--- config.mk ---
export PLATFORM = sky130hd
export DESIGN_NAME = hdmi_pix_unpack
export DESIGN_NICKNAME = d
export VERILOG_FILES = /design/src/rtl/hdmi_pix_unpack.sv
export SDC_FILE = /design/constraint.sdc
export NUM_CORES = 1
export LEC_CHECK = 0
export ABC_AREA = 1
export BUFFER_PORTS_ARGS = -buffer_cell sky130_fd_sc_hd__buf_4
export CAP_MARGIN = 30
export CORE_MARGIN = 4
export CORE_UTILIZATION = 55
export CTS_BUF_LIST = sky130_fd_sc_hd__clkbuf_16
export DETAILED_ROUTE_END_ITERATION = 7
export GPL_TIMING_DRIVEN = 0
export PLACE_DENSITY = 0.89
export SLEW_MARGIN = 20
export SYNTH_ARGS = -nofsm -noshare
export SYNTH_HDL_FRONTEND = slang
export SYNTH_SLANG_ARGS = --single-unit
--- constraint.sdc ---
create_clock -name hdmi_clk -period 2.3 [get_ports hdmi_clk]
set_input_delay 0.23 -clock hdmi_clk [delete_from_list [all_inputs] [get_ports hdmi_clk]]
set_output_delay 0.23 -clock hdmi_clk [all_outputs]
set_load 0.01 [all_outputs]
--- src/rtl/hdmi_pix_unpack.sv ---
// HDMI read-side width converter: unpacks IW-bit FWFT FIFO words into OW-bit pixels.
// Optional HDMI_PIX_UNPACK_LINE_ALIGN_EN restarts every line on a fresh FIFO word.
module hdmi_pix_unpack #(
  parameter int unsigned IW        = 256,
  parameter int unsigned OW        = 16,
  parameter int unsigned MSB_FIRST = 1,
  parameter int unsigned VS_POL    = 1
) (
  input  logic          hdmi_clk,
  input  logic          rst_n,
  input  logic          hdmi_pre_de,
  input  logic          hdmi_pre_hsync,
  input  logic          hdmi_pre_vsync,
  output logic          hdmi_post_de,
  output logic          hdmi_post_hsync,
  output logic          hdmi_post_vsync,
  output logic [OW-1:0] hdmi_pix,
  output logic          fifo_rd_en,
  input  logic [IW-1:0] fifo_rd_data,
  input  logic          fifo_empty,
  output logic          underflow,
  output logic [15:0]   underflow_cnt
);

  localparam int unsigned N      = IW / OW;
  localparam int unsigned CW     = $clog2(N);
  localparam logic        VS_ACT = (VS_POL != 0);
  localparam logic        MSB    = (MSB_FIRST != 0);

  logic [CW-1:0] cnt_q, cnt_d, cnt_eff;
  logic [IW-1:0] sreg_q, sreg_d;
  logic          vs_prev_q;
  logic          de_q, hs_q, vs_q;
  logic          underflow_q, underflow_d;
  logic [15:0]   ucnt_q, ucnt_d;
  logic          vs_edge, need;
  logic [OW-1:0] slice;

  // Slice counter, shift register and underflow bookkeeping
  always_comb begin
    vs_edge     = (hdmi_pre_vsync == VS_ACT) && (vs_prev_q != VS_ACT);
    cnt_eff     = vs_edge ? '0 : cnt_q;
    need        = hdmi_pre_de && (cnt_eff == '0);
    fifo_rd_en  = need && !fifo_empty;
    cnt_d       = cnt_eff;
    sreg_d      = sreg_q;
    underflow_d = 1'b0;
    ucnt_d      = ucnt_q;

    if (hdmi_pre_de) begin
      if (need) begin
        sreg_d = fifo_empty ? '0 : fifo_rd_data;
      end else begin
        sreg_d = MSB ? (sreg_q << OW) : (sreg_q >> OW);
      end
      cnt_d = (cnt_eff == CW'(N - 1)) ? '0 : cnt_eff + CW'(1);
    end

`ifdef HDMI_PIX_UNPACK_LINE_ALIGN_EN
    // End of line drops the rest of the current word
    if (!hdmi_pre_de && de_q) begin
      cnt_d = '0;
    end
`endif

    if (need && fifo_empty) begin
      underflow_d = 1'b1;
      if (ucnt_q != 16'hFFFF) begin
        ucnt_d = ucnt_q + 16'd1;
      end
    end
  end

  always_ff @(posedge hdmi_clk) begin
    if (!rst_n) begin
      cnt_q       <= '0;
      sreg_q      <= '0;
      vs_prev_q   <= ~VS_ACT;
      de_q        <= 1'b0;
      hs_q        <= 1'b0;
      vs_q        <= 1'b0;
      underflow_q <= 1'b0;
      ucnt_q      <= '0;
    end else begin
      cnt_q       <= cnt_d;
      sreg_q      <= sreg_d;
      vs_prev_q   <= hdmi_pre_vsync;
      de_q        <= hdmi_pre_de;
      hs_q        <= hdmi_pre_hsync;
      vs_q        <= hdmi_pre_vsync;
      underflow_q <= underflow_d;
      ucnt_q      <= ucnt_d;
    end
  end

  assign slice           = MSB ? sreg_q[IW-1 -: OW] : sreg_q[OW-1:0];
  assign hdmi_pix        = de_q ? slice : '0;
  assign hdmi_post_de    = de_q;
  assign hdmi_post_hsync = hs_q;
  assign hdmi_post_vsync = vs_q;
  assign underflow       = underflow_q;
  assign underflow_cnt   = ucnt_q;

endmodule

* Word-level counts from Yosys, hierarchy flattened
Cells that the tools add are included.
** Storage, ports and cells
- Output and inout bits :: 37
- Register bits :: 280
- Bits of input ports :: 262
** Operators by class
- Muxes and demuxes :: 7
- Equality and inequality tests :: 2
- Reduce and logical (&&, ||, !) cells :: 7
- Bitwise gates (word level) :: 1
- Add/sub/neg operators :: 2
** Operators by type and width (number)
- $mux 256 :: 2
- $add 16x1->16 const B :: 1
- $mux 16 :: 1
- $ne 16x16->1 const B :: 1
- $mux 4 :: 3
- $add 4x1->4 const B :: 1
- $eq 4x4->1 const B :: 1
- $logic_and 1x1->1 :: 4
- $logic_not 4->1 :: 1
- $reduce_and 2->1 :: 1
- $logic_not 1->1 :: 1
- $mux 1 :: 1
- $not 1->1 :: 1

* Logic depth before layout (Yosys ltp)
Gate-level depths: netlist of run 1.
- Depth after elaboration :: 7
- Depth in mapped cells :: 12
- Depth with buffers taken out :: 11

* Least setup slack after synthesis of run 1
No wires, ideal clock.
- Kind :: register to register
- From :: reg, netlist name hdmi_post_vsync
- To :: reg sreg_q[227]
- Path buffers :: 2
- Required time :: 2.230 ns
- Stages on the path, launching flop included :: 12
- Clock period less this slack :: 1.678 ns
- Slack :: 0.622 ns
- Data arrival time :: 1.608 ns
- Path through :: dfxtp_1 > inv_1 > nand2_2 > nand2_1 > ha_1 > nand2_1 > inv_2 > nand3_4 > buf_4 > clkbuf_1 > o21ai_0 > a21oi_1
** RTL lines
- to (signal assigned) :: line 86 : sreg_q <= sreg_d;
- to (decl) :: line 31 : logic [IW-1:0] sreg_q, sreg_d;

==> results of run 1 <==
==> worst min path at each step <==
| stage | endpoint | from | cells after the start | slack (ns) |
|---|---|---|---|---|
| 2_1_floorplan | hdmi_post_vsync$_SDFF_PN0_ | hdmi_pre_vsync | 2 | 0.32 |
| 3_3_place_gp | hdmi_post_hsync$_SDFF_PN0_ | hdmi_pre_hsync | 3 | 0.42 |
| 3_5_place_dp | hdmi_post_hsync$_SDFF_PN0_ | hdmi_pre_hsync | 3 | 0.43 |
| 4_1_cts | sreg_q[221]$_SDFFE_PN0P_ | fifo_empty | 4 | 0.04 |
| 5_1_grt | sreg_q[227]$_SDFFE_PN0P_ | fifo_empty | 4 | 0.07 |
| 6_report | sreg_q[227]$_SDFFE_PN0P_ | fifo_empty | 4 | 0.08 |
==> cells by family (layout without fill, tap and decap cells) <==
logic type / Yosys count / in the layout / synth area share, %
compound gates: 760 / 760 / 32.61
simple gates: 384 / 386 / 12.75
flops: 280 / 280 / 47.56
buf+inv: 177 / 792 / 6.423
xor+xnor: 6 / 6 / 0.4459
fa+ha+maj: 2 / 2 / 0.2123
other cells: 0 / 11 / 0
==> cells in the final DEF (no fill, tap or decap), types with 2 or more instances in the layout <==
cell type      count
a21oi_1          254
a21oi_2            3
a22oi_1           16
buf_12             2
buf_2             14
buf_4            320
bufinv_16          2
clkbuf_1          91
clkbuf_16         29
clkbuf_2          16
clkbuf_4           7
clkinv_2           7
clkinv_4           2
clkinvlp_4         2
dfxtp_1          280
diode_2           11
dlygate4sd3_1    258
ha_1               2
inv_1             37
inv_2              2
nand2_1          316
nand2_2            9
nand3_1            6
nand4_1            4
nor2_1            44
nor3_1             2
o21ai_0          486
xnor2_1            2
xor2_1             4
==> power by group through the flow <==
stage / Combinational (W) / Sequential (W) / Clock [W]
after floorplan: 0.000816 / 0.00532 / 0
after global placement: 0.00146 / 0.00536 / 0
after detailed placement: 0.00149 / 0.00537 / 0
after CTS: 0.00186 / 0.00527 / 0.00442
after global routing: 0.00226 / 0.00532 / 0.00467
final: 0.00213 / 0.00531 / 0.00453
==> flip-flops by register name, summed over array words and instances (netlist names) <==
| name | flops |
|---|---|
| underflow_cnt | 16 |
| hdmi_post_de | 1 |
| cnt_q | 4 |
| underflow | 1 |
| hdmi_post_hsync | 1 |
| sreg_q | 256 |
| hdmi_post_vsync | 1 |
==> critical path: cells and delay by family, from the launching register on <==
family	cells	cell delay, ns
adder cells (fa/ha/maj)	1	0.14
buffers and inverters	5	0.69
flip-flops	1	0.33
AND/OR/NAND/NOR	6	0.69
AO/OA/AOI/OAI	1	0.32
==> area by class of cell <==
type                            instances  area, µm²  share of cell area, %
Tap cell                              275      344.1                  1.907
Antenna cell                           11      27.53                 0.1525
Timing Repair Buffer                  567       4927                  27.30
Buffer                                143      668.1                  3.702
Inverter                               33      123.9                 0.6864
Multi-Input combinational cell       1154       5472                  30.32
Clock inverter                         20      153.9                 0.8527
Clock buffer                           29      725.7                  4.021
Sequential cell                       280       5605                  31.06
==> per-layer routing <==
layer  GRT usage (%)  share of wire (%)  vias to the layer above
met3           13.71                 12                      488
met5               0                  0                        -
li1                -                  -                     6735
met2           71.92                 46                     1495
met1           47.17                 33                     7118
met4           31.88                9.6                        0
==> through the flow <==
stage / cell area (µm²) / util, %
2_1_floorplan: 11790 / -
3_3_place_gp: 14350 / 68.28
3_5_place_dp: 14350 / 68.28
4_1_cts: 17810 / 84.72
5_1_grt: 18040 / 85.80
6_report: 18050 / 85.85
==> what timing repair did <==
| item | CTS | global route |
|---|---|---|
| resized for setup | 0 | 51 |
| hold buffers | 258 | 0 |
| setup buffers | 0 | 13 |
| gates cloned | 0 | 2 |
| endpoints found under the setup margin | 1 | 116 |
| pin swaps | 0 | 1 |
| hold endpoints to repair | 258 | 0 |
==> run metrics, run 1 <==
IO buf count 296; Routed Antenna Nets 0; Post-DP HPWL 29.49 mm; flops & latches, synth 280; Top FF cell, synth dfxtp_1; combinational share of power 17.8%; Min-Delay Path Class primary input to register; Critical Path Sink Type register; Area contributors post-synth dfxtp_1, o21ai_0, a21oi_1; Rows 53; Yosys warnings 0; Min Hold Slack 0.07676 ns; Clock power frac 37.8%; Slowest Stage Delay on Critical Path 0.33 ns; cts bufs inserted 28; R2R depth 13; MaxCap Viol Count 0; total net switching power 0.003359 W; Synth area leader dfxtp_1; worst endpoint required time 2.72 ns; largest net degree at the start of global routing 16; slowest cell on the critical path dfxtp_1; Max FO, Critical Path 10; fmax 435.4 MHz; Die Area 23,840 µm²; # IOs 299; synthesized area 11,790 µm²; count of cell types in the netlist 23; Fillers 1,082; Std-Cell Core Area 21,020 µm²; Setup crit end sreg_q[205]$_SDFFE_PN0P_; dpl ws 0.2244 ns; Worst slew margin 51.59%; Clk Tree Root Cell clkbuf_16; RR Endpoint sreg_q[205]$_SDFFE_PN0P_; DR vias 15,840; Crit. Startpoint hdmi_post_vsync$_SDFF_PN0_; final max-slew violation count 0; worst skew pair latency 0.54 ns; outcome complete, no violations; register share of total power 44.4%; most instantiated library cell after synthesis o21ai_0; Sw Share 28.07%; CTS clk-pin slew, worst paths 0.07 ns; clk sinks 280; Starting DRT DRC Count 2,432; TritonCTS clock tree done; Seq/Total Area, Yosys 47.56%; fin nets 2,471; post-placement cell count 2,180; setup violators final 0; Syn-to-layout area delta 53.12%; wire per inst 22.36 µm; vias in the first global route 15,740; Post-Route WL 56.18 mm; Final TNS setup 0 ns; post-route minimum period 2.297 ns; CTS H-tree lvls 1; EDFF count, synth 0; Async SR Flop Fraction 0%; Tcrit/Tclk final 99.87%; Pint 0.008606 W; post-synth top area share 47.56%; Clock Tree Buf Depth 3; static leakage 7.243 nW; Slew @ Worst Pin 0.7262 ns; worst r2r src hdmi_post_vsync$_SDFF_PN0_; grt ovf 0; antenna violations before repair 9; Tot GR Track Use 43.63%; critical path cell sequence inv_1 -> nand2_2 -> nand2_1 -> ha_1 -> nand2_1 -> inv_2 -> nand3_4 -> nor2_8 -> buf_4 -> buf_4 -> buf_4 -> nand2_1 -> a21oi_1; First-pass DRT Iterations 8; Worst Path Arrival 2.71 ns; Max Clock Skew 0.01054 ns; Final Hold Vio Count 0; critical path launch point type register; Crit Path Class register to register; Chip Width 154.4 µm; Finished Layout Cells 2,512; average size of a mapped cell 7.325 µm²; starting density of the core 56.07%; global-route wire length before repair 83.50 mm; die height 154.4 µm; drt drc 0; vias per std cell 6.304; Power Density 662.9 nW/µm²; reg2reg setup slack 0.003 ns; routability cong. 0.9606; fin worst setup slack 0.003101 ns; syn_nets 1,873; Peak VDD IR 0.0005441 V; share of layout cells above drive strength 1 18.91%; synth cell count leaders o21ai_0, nand2_1, dfxtp_1, a21oi_1, clkbuf_1; Post-Synthesis Cells 1,609; Power, Total 0.01196 W
(Power assumes the default switching activity.)
==> inputs of run 2 (changes only) <==
--- a/config.mk
+++ b/config.mk
@@ -9,11 +9,12 @@
 export BUFFER_PORTS_ARGS = -buffer_cell sky130_fd_sc_hd__buf_4
 export CAP_MARGIN = 30
 export CORE_MARGIN = 4
-export CORE_UTILIZATION = 55
+export CORE_UTILIZATION = 40
 export CTS_BUF_LIST = sky130_fd_sc_hd__clkbuf_16
 export DETAILED_ROUTE_END_ITERATION = 7
 export GPL_TIMING_DRIVEN = 0
-export PLACE_DENSITY = 0.89
+export MAX_ROUTING_LAYER = met4
+export PLACE_DENSITY = 0.7
 export SLEW_MARGIN = 20
 export SYNTH_ARGS = -nofsm -noshare
 export SYNTH_HDL_FRONTEND = slang
==> run 2 against run 1 <==
Clock skew up 0.00073 ns. Setup slack better by 0.19 ns. Hold slack worse by 0.045 ns. Critical endpoint is now sreg_q[30]$_SDFFE_PN0P_. Largest cell class unchanged.
==> run metrics, run 2 (synthesis gave the netlist of run 1 again) <==
Die Area 32,280 µm² (was 23,840 µm²); # IOs 299 (unchanged); outcome complete, no violations (unchanged); critical path launch point type register (unchanged); combinational share of power 16.5% (was 17.8%); worst r2r src hdmi_post_vsync$_SDFF_PN0_ (unchanged); Post-Route WL 46.44 mm (was 56.18 mm); post-placement cell count 2,289 (was 2,180); total net switching power 0.003094 W (was 0.003359 W); Clock Tree Buf Depth 3 (unchanged); R2R depth 11 (was 13); Rows 62 (was 53); Clk Tree Root Cell clkbuf_16 (unchanged); register bank with the most flops sreg_q (unchanged); Max FO, Critical Path 10 (unchanged); DR vias 14,000 (was 15,840); slowest cell on the critical path dfxtp_1 (unchanged); Final TNS setup 0 ns (unchanged); Largest register FFs 256 (unchanged); CTS clk-pin slew, worst paths 0.06 ns (was 0.07 ns); Chip Width 179.7 µm (was 154.4 µm); largest net degree at the start of global routing 15 (was 16); drt drc 0 (unchanged); most common cell after layout, fill and taps aside o21ai_0 (unchanged); First-pass DRT Iterations 6 (was 8); worst endpoint required time 2.78 ns (was 2.72 ns); Final Hold Vio Count 0 (unchanged); MaxCap Viol Count 0 (unchanged); reg2reg setup slack 0.19 ns (was 0.003 ns); CTS H-tree lvls 1 (unchanged); most frequent CP cell nand2_1; RR Endpoint sreg_q[30]$_SDFFE_PN0P_ (was sreg_q[205]$_SDFFE_PN0P_); Crit Path Class register to register (unchanged); Peak VDD IR 0.0004946 V (was 0.0005441 V); grt met2 use 44.54% (was 71.92%); Min Hold Slack 0.03219 ns (was 0.07676 ns); Slowest Stage Delay on Critical Path 0.33 ns (about the same); cts bufs inserted 30 (was 28); fmax 473.7 MHz (was 435.4 MHz); M1 GR Usage 34.30% (was 47.17%); register share of total power 44.8% (was 44.4%); routability cong. 0.8883 (was 0.9606); Tcrit/Tclk final 91.78% (was 99.87%); Sequential Area 5605 µm² (unchanged); GRT met3 Usage 4.507% (was 13.71%); antenna violations before repair 7 (was 9); busiest grt layer met2 (unchanged); Worst slew margin 59.64% (was 51.59%); dpl ws 0.2157 ns (was 0.2244 ns); wire per inst 17.77 µm (was 22.36 µm); Critical Path Sink Type register (unchanged); fin nets 2,462 (was 2,471); final max-slew violation count 0 (unchanged); share of layout cells above drive strength 1 17.67% (was 18.91%); hold path start fifo_rd_data[228] (was fifo_empty); Routed Antenna Nets 0 (unchanged); global-route wire length before repair 71.72 mm (was 83.50 mm); clk sinks 280 (unchanged); Max Clock Skew 0.01128 ns (was 0.01054 ns); vias in the first global route 13,820 (was 15,740); Worst Path Arrival 2.59 ns (was 2.71 ns); starting density of the core 40.84% (was 56.07%); die height 179.7 µm (was 154.4 µm); fin worst setup slack 0.1891 ns (was 0.003101 ns); Min-Delay Path Class primary input to register (unchanged); Slew @ Worst Pin 0.6053 ns (was 0.7262 ns); Setup crit end sreg_q[30]$_SDFFE_PN0P_ (was sreg_q[205]$_SDFFE_PN0P_); Pint 0.008703 W (was 0.008606 W); Post-DP HPWL 30.92 mm (was 29.49 mm); Final Util 62.61% (was 85.85%); vias per std cell 5.358 (was 6.304); Tot GR Track Use 27.49% (was 43.63%); TritonCTS clock tree done (unchanged); Crit. Startpoint hdmi_post_vsync$_SDFF_PN0_ (unchanged); multi-input logic area 5424 µm² (was 5472 µm²); post-route minimum period 2.111 ns (was 2.297 ns); Finished Layout Cells 2,613 (was 2,512); Syn-to-layout area delta 53.29% (was 53.12%); Sw Share 26.23% (was 28.07%); IO buf count 296 (unchanged); Std-Cell Core Area 28,860 µm² (was 21,020 µm²); grt ovf 0 (unchanged); static leakage 7.189 nW (was 7.243 nW); critical path cell sequence inv_1 -> nand2_2 -> nand2_1 -> ha_1 -> nand2_1 -> inv_2 -> nand3_4 -> buf_4 -> clkbuf_1 -> o21ai_0 -> a21oi_1 (was inv_1 -> nand2_2 -> nand2_1 -> ha_1 -> nand2_1 -> inv_2 -> nand3_4 -> nor2_8 -> buf_4 -> buf_4 -> buf_4 -> nand2_1 -> a21oi_1); commonest cells after routing, fill and taps aside o21ai_0, nand2_1, buf_4 (was o21ai_0, buf_4, nand2_1); setup violators final 0 (unchanged); Fillers 2,389 (was 1,082); Power Density 653.0 nW/µm² (was 662.9 nW/µm²); Starting DRT DRC Count 1,248 (was 2,432); worst skew pair latency 0.55 ns (was 0.54 ns); Clock power frac 38.7% (was 37.8%)
## run 2: final cells by class
class	count	share of cell area (%)
Sequential cell	280	31.03
Multi-Input combinational cell	1152	30.02
Timing Repair Buffer	558	26.75
Clock buffer	31	4.294
Buffer	143	3.650
Tap cell	384	2.659
Clock inverter	21	0.7687
Inverter	33	0.6856
Antenna cell	11	0.1524
## run 2: worst min-delay path by stage
stage,end,slack [ns],cells past startpoint
6_report,sreg_q[228]$_SDFFE_PN0P_,0.03,3
5_1_grt,sreg_q[228]$_SDFFE_PN0P_,0.04,3
4_1_cts,sreg_q[228]$_SDFFE_PN0P_,0.01,3
3_5_place_dp,hdmi_post_hsync$_SDFF_PN0_,0.42,3
3_3_place_gp,hdmi_post_hsync$_SDFF_PN0_,0.42,3
2_1_floorplan,hdmi_post_vsync$_SDFF_PN0_,0.32,2
## run 2: critical path: cells and delay by family, from the launching register on
kind / cells / cell delay [ns]
flops: 1 / 0.33
fa+ha+maj: 1 / 0.20
compound gates: 2 / 0.39
buf+inv: 4 / 0.66
simple gates: 4 / 0.44
## run 2: repair_timing
action	CTS	global route
hold endpoints to repair	257	0
setup buffers	2	3
hold buffers	257	0
pin swaps	1	0
setup endpoints to repair	1	113
resized for setup	0	27
## run 2: stage by stage
stage	cell area, µm²	total power, W
2_1_floorplan	11790	0.006132
3_3_place_gp	14490	0.006852
3_5_place_dp	14490	0.006873
4_1_cts	17990	0.01178
5_1_grt	18060	0.01225
6_report	18070	0.01180
## run 2: power groups by stage
stage | clock (W) | sequential [W] | combinational, W
after floorplan | 0 | 0.00532 | 0.000816
after detailed placement | 0 | 0.00538 | 0.00150
after global placement | 0 | 0.00537 | 0.00148
after global routing | 0.00482 | 0.00530 | 0.00213
final | 0.00457 | 0.00529 | 0.00194
after CTS | 0.00464 | 0.00527 | 0.00187
## run 2: metal layers
layer  share of wire [%]  vias to the layer above
li1                    -                     6713
met1                  41                     6389
met2                  47                      735
met3                 7.8                      163
met4                 4.2                        0
met5                   0                        -
==> inputs of run 3 (changes only) <==
--- a/config.mk
+++ b/config.mk
@@ -5,16 +5,13 @@
 export SDC_FILE = /design/constraint.sdc
 export NUM_CORES = 1
 export LEC_CHECK = 0
-export ABC_AREA = 1
 export BUFFER_PORTS_ARGS = -buffer_cell sky130_fd_sc_hd__buf_4
-export CAP_MARGIN = 30
 export CORE_MARGIN = 4
 export CORE_UTILIZATION = 40
 export CTS_BUF_LIST = sky130_fd_sc_hd__clkbuf_16
 export DETAILED_ROUTE_END_ITERATION = 7
-export GPL_TIMING_DRIVEN = 0
 export MAX_ROUTING_LAYER = met4
-export PLACE_DENSITY = 0.7
+export PLACE_DENSITY = 0.69
 export SLEW_MARGIN = 20
 export SYNTH_ARGS = -nofsm -noshare
 export SYNTH_HDL_FRONTEND = slang
==> run 3 against run 2 <==
Maximum frequency is 3.5% lower. Routed wire length is 17% lower. Largest cell class is now multi-input combinational cells. Setup slack worse by 0.077 ns. Sequential cell count stayed put. Global-route usage is 6.3 points lower. Sequential power is 2% higher. Die area is 9.1% higher.
==> run metrics, run 3 <==
CTS H-tree lvls 1 (unchanged); register bank with the most flops sreg_q (unchanged); worst endpoint required time 2.07 ns (was 2.78 ns); Post-Route WL 38.69 mm (was 46.44 mm); CP Buf/Inv Count 1 (was 4); Min-Delay Path Class primary input to register (unchanged); diode count 0 (was 11); Post-Synthesis Cells 1,526 (was 1,609); grt ovf 0 (unchanged); vias per std cell 5.371 (was 5.358); First-pass DRT Iterations 5 (was 6); fmax 457.0 MHz (was 473.7 MHz); cts bufs inserted 30 (unchanged); fin nets 2,017 (was 2,462); CP delay by family, top simple AND/OR/NAND/NOR gates (was buffers and inverters); Power Density 720.6 nW/µm² (was 653.0 nW/µm²); flops & latches, synth 280 (unchanged); TritonCTS clock tree done (unchanged); Die Area 35,220 µm² (was 32,280 µm²); Rows 65 (was 62); wire per inst 17.76 µm (was 17.77 µm); Routed Antenna Nets 0 (unchanged); IO buf count 298 (was 296); Final TNS setup 0 ns (unchanged); Slowest Stage Delay on Critical Path 0.32 ns (was 0.33 ns); Synth area leader dfxtp_1 (unchanged); RSZ-0062 raised after global routing no; Area contributors post-synth dfxtp_1, o21a_1, nand2b_1 (was dfxtp_1, o21ai_0, a21oi_1); largest net degree at the start of global routing 155 (was 15); worst skew pair latency 0.55 ns (about the same); dpl ws 0.1598 ns (was 0.2157 ns); setup violators final 0 (unchanged); Clk Tree Root Cell clkbuf_16 (unchanged); Final Hold Vio Count 0 (unchanged); Peak VDD IR 0.0005205 V (was 0.0004946 V); EDFF count, synth 0 (unchanged); Max Clock Skew 0.01068 ns (was 0.01128 ns); commonest cells after routing, fill and taps aside buf_4, dfxtp_1, a21oi_1 (was o21ai_0, nand2_1, buf_4); most common cell after layout, fill and taps aside buf_4 (was o21ai_0); static leakage 6.590 nW (was 7.189 nW); Seq/Total Area, Yosys 43.41% (was 47.56%); outcome complete, no violations (unchanged); CTS clk-pin slew, worst paths 0.06 ns (about the same); Largest register FFs 256 (unchanged); Post-DP HPWL 25.43 mm (was 30.92 mm); clk sinks 280 (unchanged); Slew @ Worst Pin 0.9114 ns (was 0.6053 ns); Chip Width 187.7 µm (was 179.7 µm); Critical Path Sink Type output pin (was register); drt drc 0 (unchanged); antenna violations before repair 0 (was 7); Clock Tree Buf Depth 3 (unchanged); Yosys warnings 0 (unchanged); starting density of the core 40.71% (was 40.84%); post-route minimum period 2.188 ns (was 2.111 ns); DR vias 11,700 (was 14,000); critical path launch point type register (unchanged); Max FO, Critical Path 4 (was 10); syn_nets 1,790 (was 1,873); # IOs 299 (unchanged); Worst Path Arrival 1.96 ns (was 2.59 ns); Starting DRT DRC Count 1,014 (was 1,248); Std-Cell Core Area 31,720 µm² (was 28,860 µm²); die height 187.7 µm (was 179.7 µm); synthesized area 12,910 µm² (was 11,790 µm²); average size of a mapped cell 8.462 µm² (was 7.325 µm²); fin worst setup slack 0.1117 ns (was 0.1891 ns); Syn-to-layout area delta 27.87% (was 53.29%); global-route wire length before repair 61.18 mm (was 71.72 mm); Crit Path Class register to output pin (was register to register); synth cell count leaders dfxtp_1, a21oi_1, nand2b_1, o21ai_0, o21a_1 (was o21ai_0, nand2_1, dfxtp_1, a21oi_1, clkbuf_1); Top FF cell, synth dfxtp_1 (unchanged); Tcrit/Tclk final 95.14% (was 91.78%); slowest cell on the critical path dfxtp_1 (unchanged); Worst slew margin 39.24% (was 59.64%); vias in the first global route 11,490 (was 13,820); count of cell types in the netlist 40 (was 23); critical path cell sequence nand2b_1 -> nand2_1 -> ha_2 -> o211ai_2 -> nor2_1 -> buf_4 (was inv_1 -> nand2_2 -> nand2_1 -> ha_1 -> nand2_1 -> inv_2 -> nand3_4 -> buf_4 -> clkbuf_1 -> o21ai_0 -> a21oi_1); share of layout cells above drive strength 1 21.06% (was 17.67%); routability cong. 0.8370 (was 0.8883); most instantiated library cell after synthesis dfxtp_1 (was o21ai_0); MaxCap Viol Count 0 (unchanged); Tot GR Track Use 21.20% (was 27.49%); post-synth top area share 43.41% (was 47.56%); Async SR Flop Fraction 0% (unchanged); final max-slew violation count 0 (unchanged)
-- run 3: cell count changes after synthesis, sizes merged, moves of 15 or more --
| cell | delta |
|---|---|
| nand2b | +244 |
| clkbuf | -15 |
| a22oi | -16 |
| inv | -30 |
| nor2 | -38 |
| o21ai | -244 |
| and2 | +19 |
| o21a | +241 |
| a22o | +16 |
| nand2 | -308 |
-- run 3: tightest hold or removal path: cells and delay by family --
kind / cells / cell delay, ns
compound gates: 2 / 0.15
buf+inv: 1 / 0.11
simple gates: 1 / 0.05
-- run 3: cell type report --
| class | count | area [µm²] |
|---|---|---|
| fillers | 2955 | 15210 |
| clock buffers | 31 | 775.7 |
| flip-flops and latches | 280 | 5605 |
| inverters | 4 | 15.01 |
| multi-input cells | 1099 | 6704 |
| well taps | 402 | 503.0 |
| clock inverters | 24 | 202.7 |
| repair buffers | 338 | 2706 |
-- run 3: metal layers --
metal | track usage, % | share of wire, % | vias to the layer above
met3 | 2.513 | 5.1 | 48
met1 | 28.76 | 45 | 5491
met2 | 34.21 | 48 | 321
met4 | 4.828 | 1.8 | 0
met5 | - | 0 | -
li1 | - | - | 5838
-- run 3: final timing paths --
check | start | to | slack [ns] | cells past startpoint
setup / recovery | hdmi_post_vsync$_SDFF_PN0_ | fifo_rd_en | 0.11 | 6
hold / removal | fifo_rd_data[45] | sreg_q[45]$_SDFFE_PN0P_ | 0.03 | 4
setup reg to reg | hdmi_post_vsync$_SDFF_PN0_ | underflow_cnt[4]$_SDFFE_PN0P_ | 0.18 | 7
hold reg to reg | sreg_q[173]$_SDFFE_PN0P_ | sreg_q[189]$_SDFFE_PN0P_ | 0.46 | 1
-- run 3: logic make-up (layout without fill, tap and decap cells) --
| logic type | after synthesis | count (layout) | share of synthesized area [%] |
|---|---|---|---|
| multiplexers | 4 | 4 | 0.3101 |
| flip-flops | 280 | 280 | 43.41 |
| adder cells (fa/ha/maj) | 2 | 2 | 0.1937 |
| XOR/XNOR | 3 | 3 | 0.2035 |
| buffers and inverters | 147 | 397 | 4.835 |
| AND/OR/NAND/NOR | 325 | 325 | 15.58 |
| AO/OA/AOI/OAI | 765 | 765 | 35.47 |
-- run 3: what timing repair did --
action	in CTS	in global routing
hold buffers	18	0
hold endpoints to repair	18	0
endpoints found under the setup margin	0	1
setup buffers	0	0
resized for setup	0	1
-- run 3: through the flow --
| stage | total power [W] | instance area, µm² | util (%) | hold WS [ns] | instances |
|---|---|---|---|---|---|
| 6_report | 0.01190 | 16510 | 52.06 | 0.03362 | 2178 |
| 5_1_grt | 0.01241 | 16510 | 52.06 | 0.02249 | 2178 |
| 4_1_cts | 0.01201 | 16510 | 52.05 | 0.008627 | 2178 |
| 3_5_place_dp | 0.007137 | 15350 | 48.40 | 0.4444 | 2105 |
| 3_3_place_gp | 0.007111 | 15350 | 48.39 | 0.4411 | 2105 |
| 2_1_floorplan | 0.006408 | 12910 | - | 0.3517 | 1526 |
-- run 3: where the power goes --
| group | switching, W | internal (W) | total (W) |
|---|---|---|---|
| clock network | 0.00197 | 0.00286 | 0.00483 |
| registers | 0.000218 | 0.00519 | 0.00541 |
| logic | 0.000833 | 0.000830 | 0.00166 |
